[config.mk]
export PLATFORM = sky130hd
export DESIGN_NAME = dp_ram_port_ctrl
export DESIGN_NICKNAME = d
export VERILOG_FILES = /design/src/rtl/dp_ram_port_ctrl.sv
export SDC_FILE = /design/constraint.sdc
export NUM_CORES = 1
export LEC_CHECK = 0
export ABC_CLOCK_PERIOD_IN_PS = 2390
export CAP_MARGIN = 5
export CORE_MARGIN = 1.5
export CORE_UTILIZATION = 47
export DETAILED_ROUTE_END_ITERATION = 10
export GPL_TIMING_DRIVEN = 1
export MAX_ROUTING_LAYER = met4
export PLACE_DENSITY = 0.81
export SLEW_MARGIN = 10
export SYNTH_ARGS = -nofsm -noshare
export SYNTH_HDL_FRONTEND = slang
export SYNTH_SLANG_ARGS = --single-unit
[constraint.sdc]
create_clock -name clk -period 2.39 [get_ports clk]
set_input_delay 0.3585 -clock clk [delete_from_list [all_inputs] [get_ports clk]]
set_output_delay 0.3585 -clock clk [all_outputs]
set_load 0.01 [all_outputs]
[src/rtl/dp_ram_port_ctrl.sv]
// Single-port initiator for one side of a dual-port RAM: fills the RAM with INIT_VALUE after
// reset or clr, then forwards valid/ready read/write requests and buffers read data (2 deep).
module dp_ram_port_ctrl #(
  parameter int unsigned          DATA_WIDTH = 2,
  parameter int unsigned          ADDR_WIDTH = 2,
  parameter int unsigned          RAM_DEPTH  = 1 << ADDR_WIDTH,
  parameter logic [DATA_WIDTH-1:0] INIT_VALUE = '0
) (
  input  logic                  clk,
  input  logic                  rst,
  input  logic                  clr,
  input  logic                  req_valid,
  output logic                  req_ready,
  input  logic                  req_write,
  input  logic [ADDR_WIDTH-1:0] req_addr,
  input  logic [DATA_WIDTH-1:0] req_wdata,
  output logic                  rsp_valid,
  input  logic                  rsp_ready,
  output logic [DATA_WIDTH-1:0] rsp_rdata,
  output logic                  init_done,
  output logic                  ram_we_n,
  output logic [ADDR_WIDTH-1:0] ram_addr,
  output logic [DATA_WIDTH-1:0] ram_din,
  input  logic [DATA_WIDTH-1:0] ram_dout
);

  typedef enum logic [0:0] {StInit, StRun} state_e;

  localparam logic [ADDR_WIDTH-1:0] LastAddr = ADDR_WIDTH'(RAM_DEPTH - 1);

  state_e                  state_q, state_d;
  logic [ADDR_WIDTH-1:0]   fill_cnt_q, fill_cnt_d;
  logic                    rd_pend_q;
  logic [DATA_WIDTH-1:0]   buf_q [2];
  logic                    wr_ptr_q, rd_ptr_q;
  logic [1:0]              cnt_q;
  logic [1:0]              occ;
  logic                    accept, push, pop;

  // Occupancy counts the in-flight read so the buffer can never overflow.
  assign occ       = cnt_q + {1'b0, rd_pend_q};
  assign req_ready = !rst && (state_q == StRun) && !clr && (occ < 2'd2);
  assign accept    = req_valid && req_ready;
  assign push      = rd_pend_q;
  assign rsp_valid = !rst && (cnt_q != 2'd0);
  assign rsp_rdata = rst ? '0 : buf_q[rd_ptr_q];
  assign pop       = rsp_valid && rsp_ready;

  always_comb begin
    state_d    = state_q;
    fill_cnt_d = fill_cnt_q;
    init_done  = 1'b0;
    ram_we_n   = 1'b1;
    ram_addr   = '0;
    ram_din    = '0;
    unique case (state_q)
      StInit: begin
        ram_we_n = 1'b0;
        ram_addr = fill_cnt_q;
        ram_din  = INIT_VALUE;
        if (fill_cnt_q == LastAddr) begin
          fill_cnt_d = '0;
          state_d    = StRun;
        end else begin
          fill_cnt_d = fill_cnt_q + 1'b1;
        end
      end
      StRun: begin
        init_done = 1'b1;
        if (clr) begin
          state_d = StInit;
        end else if (accept) begin
          ram_addr = req_addr;
          ram_we_n = !req_write;
          ram_din  = req_write ? req_wdata : '0;
        end
      end
    endcase
    if (rst) begin
      init_done = 1'b0;
      ram_we_n  = 1'b1;
      ram_addr  = '0;
      ram_din   = '0;
    end
  end

  always_ff @(posedge clk) begin
    if (rst) begin
      state_q    <= StInit;
      fill_cnt_q <= '0;
      rd_pend_q  <= 1'b0;
      cnt_q      <= 2'd0;
      wr_ptr_q   <= 1'b0;
      rd_ptr_q   <= 1'b0;
      buf_q[0]   <= '0;
      buf_q[1]   <= '0;
    end else begin
      state_q    <= state_d;
      fill_cnt_q <= fill_cnt_d;
      rd_pend_q  <= accept && !req_write;
      // Capture is independent of FSM state so a read issued just before clr completes.
      if (push) begin
        buf_q[wr_ptr_q] <= ram_dout;
        wr_ptr_q        <= !wr_ptr_q;
      end
      if (pop) begin
        rd_ptr_q <= !rd_ptr_q;
      end
      unique case ({push, pop})
        2'b10:   cnt_q <= cnt_q + 2'd1;
        2'b01:   cnt_q <= cnt_q - 2'd1;
        default: cnt_q <= cnt_q;
      endcase
    end
  end

endmodule

Word-level counts from Yosys, hierarchy flattened
Memory sizes are Yosys's and may differ from the RTL's. A register that Yosys moved wholly into a read port is not among the register bits.
Cells that the tools add are included.
{ "totals": {"output_inout_bits": 10, "input_bits": 12, "mem_bits_rw": 4, "memories": 1, "register_bits": 8, "word_cells": 62} }
{ "op_classes": {"n_eq_ne": 3, "bitwise": 1, "n_addsub": 4, "n_reduce_logical": 15, "n_mux": 31, "order_cmp": 1} }
{ "memory_table": {"columns": ["memory", "depth", "width", "read_ports", "rd_ports_with_merged_regs", "wr", "line", "text"], "rows": [
  ["buf_q", 2, 2, 1, 1, 2, "34", "logic [DATA_WIDTH-1:0] buf_q [2];"]
]} }
{ "op_table": {"columns": ["cell", "n"], "rows": [
  ["$mux W2", 10],
  ["$mux W1", 16],
  ["$pmux W2 S2", 3],
  ["$logic_and A1 B1 Y1", 7],
  ["$logic_not A1 Y1", 5],
  ["$add A2 B1 Y2 const B", 2],
  ["$eq A2 B2 Y1 const B", 2],
  ["$pmux W1 S2", 2],
  ["$reduce_bool A2 Y1", 2],
  ["$add A2 B1 Y2", 1],
  ["$eq A2 B1 Y1 const B", 1],
  ["$lt A2 B2 Y1 const B", 1],
  ["$reduce_or A2 Y1", 1],
  ["$sub A2 B1 Y2 const B", 1],
  ["$not A1 Y1", 1]
]} }

Depth between registers and ports, before layout
Gate-level depths: netlist of run 1.
{ "logic_depth": {"depth_word": 9, "mapped_depth": 7, "ltp_nobuf": 6} }

Least setup slack after synthesis of run 1
Ideal clock, no wire load.
{ "synth_path": {"path_type": "register to register", "start": "register cnt_q[1]", "end": "register cnt_q[1]", "required_ns": 2.319, "path_buffers": 1, "stages_incl_launch_ff": 7, "setup_slack_ns": 0.728, "synth_period_minus_slack_ns": 1.662, "setup_ns": 0.071, "t_arrival_ns": 1.591, "cell_sequence": "dfxtp_1 -> o21ba_2 -> and2_4 -> buf_6 -> ha_1 -> or3_1 -> a21oi_1"} }
{ "synth_via": {"elab_chain_cells": 5, "word_cells_on_any_way": 9, "classes_between": "add/sub (2); eq/ne (2); mux (1); reduce/logical (4)"} }
{ "synth_lines": {"columns": ["item", "line", "text"], "rows": [
  ["start: declaration", "36", "logic [1:0] cnt_q;"],
  ["start signal: assignment", "110", "2'b10: cnt_q <= cnt_q + 2'd1;"],
  ["start signal: assignment", "111", "2'b01: cnt_q <= cnt_q - 2'd1;"],
  ["start signal: assignment", "112", "default: cnt_q <= cnt_q;"],
  ["$reduce_bool A2 Y1 (*)", "45", "assign rsp_valid = !rst && (cnt_q != 2'd0);"],
  ["$logic_and A1 B1 Y1 (*)", "45", null],
  ["named net rsp_valid", "17", "output logic rsp_valid,"],
  ["$logic_and A1 B1 Y1 (*)", "47", "assign pop = rsp_valid && rsp_ready;"],
  ["named net pop", "38", "logic accept, push, pop;"],
  ["$eq A2 B1 Y1 or $eq A2 B2 Y1 (tied branches)", "109", "unique case ({push, pop})"],
  ["$pmux W2 S2 or $reduce_bool A2 Y1 (tied branches)", null, null]
]} }
The timed path passes the listed nets; every way through them passes the cells marked *.
A chain may end at the register's enable or synchronous reset.

Worst setup path after layout of run 1
{ "layout_path": {"start": "input port req_valid", "end": "output port ram_din[1]"} }
{ "layout_via": {"elab_chain_cells": 5} }
{ "layout_lines": {"columns": ["item", "line", "text"], "rows": [
  ["start: declaration", "12", "input logic req_valid,"],
  ["$logic_and A1 B1 Y1", "43", "assign accept = req_valid && req_ready;"],
  ["$mux W2", "72", "end else if (accept) begin"],
  ["$mux W2", "70", "if (clr) begin"],
  ["$pmux W2 S2", "56", "unique case (state_q)"],
  ["$mux W2", "79", "if (rst) begin"],
  ["end: declaration", "23", "output logic [DATA_WIDTH-1:0] ram_din,"]
]} }
No other way between the ends.

==> out/qor.yml, run 1 <==
status: "completed"
path_delay_family: "buffers and inverters"
setup_tns_ns: 0
drt_wl_total_um: 1300
ff2ff_setup_slack_ns: 0.77
synth_cell_type_count: 28
relSlewSlack_pct: 78.0
postSynth.asyncResetShare_pct: 0
worstPathMaxFanout: 4
period_share_pct: 96.4
die_h_um: 40.9
vias_per_cell: 5.35
synthCells: 73
clkSlewWorstSetupHoldPaths_ns: 0.08
nets: 111
ys_seq_area_share_pct: 44.5
ys_warn_count: 0
ys_seq_elements: 13
diodes: 0
die_area_mm2: 0.00167
worst-path-buf-inv: 2
chipWidth_um: 40.9
hold_class: "reg -> reg"
rows: 13
ir_drop_uv: 272
setup_viol: 0
rsz0062_at_grt: "no"
p_comb_share_pct: 17.3
power_density_mw_per_mm2: 504
crit_required_ns: 2.03
fillCellCount: 120
period_needed_ns: 2.30
place_congestion: 0.763
drc: 0
p_leak_uw: 0.000345
placed_cell_area_um2: 891
hpwl_um: 1030
antenna_found_initial: 0
drv_cap: 0
drive_gt1_share_pct: 6.25
wl_per_cell_um: 11.7
finalMaxSlewViolations: 0
cp_common_cell: "clkdlybuf4s50_1"
worstPathArrival_ns: 1.95
synth_nets: 87
synth_edf_count: 4
synth_area_leaders: "dfxtp_1 (27%), edfxtp_1 (18%), mux2i_1 (8.9%)"
syn_area_um2: 674
grt_first_pass_wirelength_um: 2090
regArea_um2: 300
synth_ff_type: "dfxtp_1"
num_vias: 594
wl_met2_um: 603
final_util_pct: 69.6
core_area_mm2: 0.00132
wl_met3_um: 87
syn_area_per_cell_um2: 9.24
grt_overflow: 0
clockBufferDepth: 2
startpoint_type: "primary input"
worstPathCellList: "clkdlybuf4s50_1, nor2b_1, and2_1, and4_1, clkdlybuf4s50_1"
worst_pin_slew_ns: 0.328
placed_cells: 107
max_freq_mhz: 434
drtAntennaViolNets: 0
drt_first_pass_iters: 4
power_switching_uw: 112
io_pins: 22
p_seq_share_pct: 53.7
p_int_uw: 350
clk_latency_ns: 0.27
cts_setup_buffers: 0
multi_input_area_um2: 335
cts_tree: "yes"
port_buffers: 21
synthMostInstantiatedCell: "nor2_1"
yosysTopAreaCell: "dfxtp_1"
numCtsBuffers: 3
cts_hold_buf: 0
start_util_pct: 51.2
hold_violations: 0
cp-end-kind: "primary output"
cts_sinks: 13
finClkSkew_ns: 0.00124
hold_ws_ns: 0.473
p_sw_share_pct: 24.2
first_global_vias: 521
h-tree-depth: 1
path_class: "in -> out"
dr.first_iter.drc_count: 18
yosys-top-cells-count: "nor2_1 (11), dfxtp_1 (9), nand2_1 (8)"
synth_top_area_share_pct: 26.7
root_buffer: "clkbuf_4"
top_layer: "met4"
area_delta_synth_final_pct: 36.0
p_clk_share_pct: 28.9
fin_area_um2: 917
grt_max_degree: 14
post_cts_resize_count: 0
grt_use_total_pct: 20.5
wl_met1_um: 567
cp_slowest_cell: "clkdlybuf4s50_1"
stdcell_count: 111
slowest_delay_ns: 0.53
-- state kept, by name, indices dropped and copies added, names as in the netlist, named ones only --
name,flops
buf_q,4
cnt_q,2
fill_cnt_q,2
push,1
rd_ptr_q,1
state_q,1
wr_ptr_q,1
-- logic make-up after synthesis --
| logic type | Yosys count | synth area share [%] |
|---|---|---|
| compound gates | 8 | 7.98 |
| buf+inv | 8 | 5.75 |
| mux | 6 | 8.91 |
| xor+xnor | 4 | 5.20 |
| simple gates | 32 | 23.9 |
| flops | 13 | 44.5 |
| fa+ha+maj | 2 | 3.71 |
-- through the flow --
| stage | power (µW) | setup WS, ns |
|---|---|---|
| 6_report | 462 | 0.0854 |
| 5_1_grt | 488 | 0.000949 |
| 4_1_cts | 467 | 0.0777 |
| 3_5_place_dp | 335 | 0.0873 |
| 3_3_place_gp | 331 | 0.112 |
| 2_1_floorplan | 291 | 0.728 |
-- final timing paths --
check	startpoint	to	cells after the start
hold reg to reg	rd_ptr_q$_SDFFE_PP0P_	rd_ptr_q$_SDFFE_PP0P_	1
setup / recovery	req_valid	ram_din[1]	5
hold / removal	rd_ptr_q$_SDFFE_PP0P_	rd_ptr_q$_SDFFE_PP0P_	1
setup reg to reg	cnt_q[1]$_SDFFE_PP0P_	cnt_q[1]$_SDFFE_PP0P_	5
-- cell type report --
| class | count | share of cell area, % |
|---|---|---|
| repair buffers | 22 | 23.7 |
| well taps | 15 | 2.05 |
| flip-flops and latches | 13 | 32.7 |
| multi-input cells | 52 | 36.6 |
| inverters | 5 | 2.05 |
| clock buffers | 4 | 2.86 |
-- worst register-to-register path, cell delays in order (launching register included) --
cell,delay [ns]
dfxtp_1,0.36
o21ba_2,0.23
and2_4,0.17
ha_1,0.30
or3_1,0.35
a21oi_1,0.14
-- placed cells by master, fill, tap and decap left out, types with 2 or more instances in the layout --
cell type,netlist,final
a21oi_1,3,3
dfxtp_1,9,9
clkdlybuf4s50_1,0,21
xor2_1,2,2
clkbuf_4,0,3
edfxtp_1,4,4
xnor2_1,2,2
nor2_1,11,11
o32ai_1,2,2
ha_1,2,2
nand2_1,8,8
inv_1,5,5
and4_1,2,2
nand3_1,2,2
mux2i_1,6,6
-- power by group through the flow --
| stage | registers [µW] | logic (µW) | clock network, µW |
|---|---|---|---|
| finish | 248 | 80.2 | 134 |
| global route | 250 | 91.3 | 147 |
| CTS | 249 | 81.1 | 137 |
| detailed placement | 254 | 80.6 | 0 |
| global placement | 253 | 78.1 | 0 |
| floorplan | 248 | 42.6 | 0 |
-- routing by layer --
| layer | vias up | global-route usage, % |
|---|---|---|
| li1 | 299 | - |
| met1 | 261 | 23.9 |
| met3 | 5 | 1.63 |
| met4 | 0 | 15.0 |
| met5 | - | - |
| met2 | 29 | 32.8 |
No activity file was read; power rests on OpenSTA's default activity.
==> run 2, diff against run 1 <==
Settings changed: HOLD_SLACK_MARGIN from default to 0.03.
==> results of run 2 <==
Final layout, timing and power as in run 1 (identical DEF).
==> run 3, diff against run 2 <==
Settings changed: CTS_CLUSTER_DIAMETER from default to 100.
==> results of run 3 <==
Final layout, timing and power as in run 1 (identical DEF).
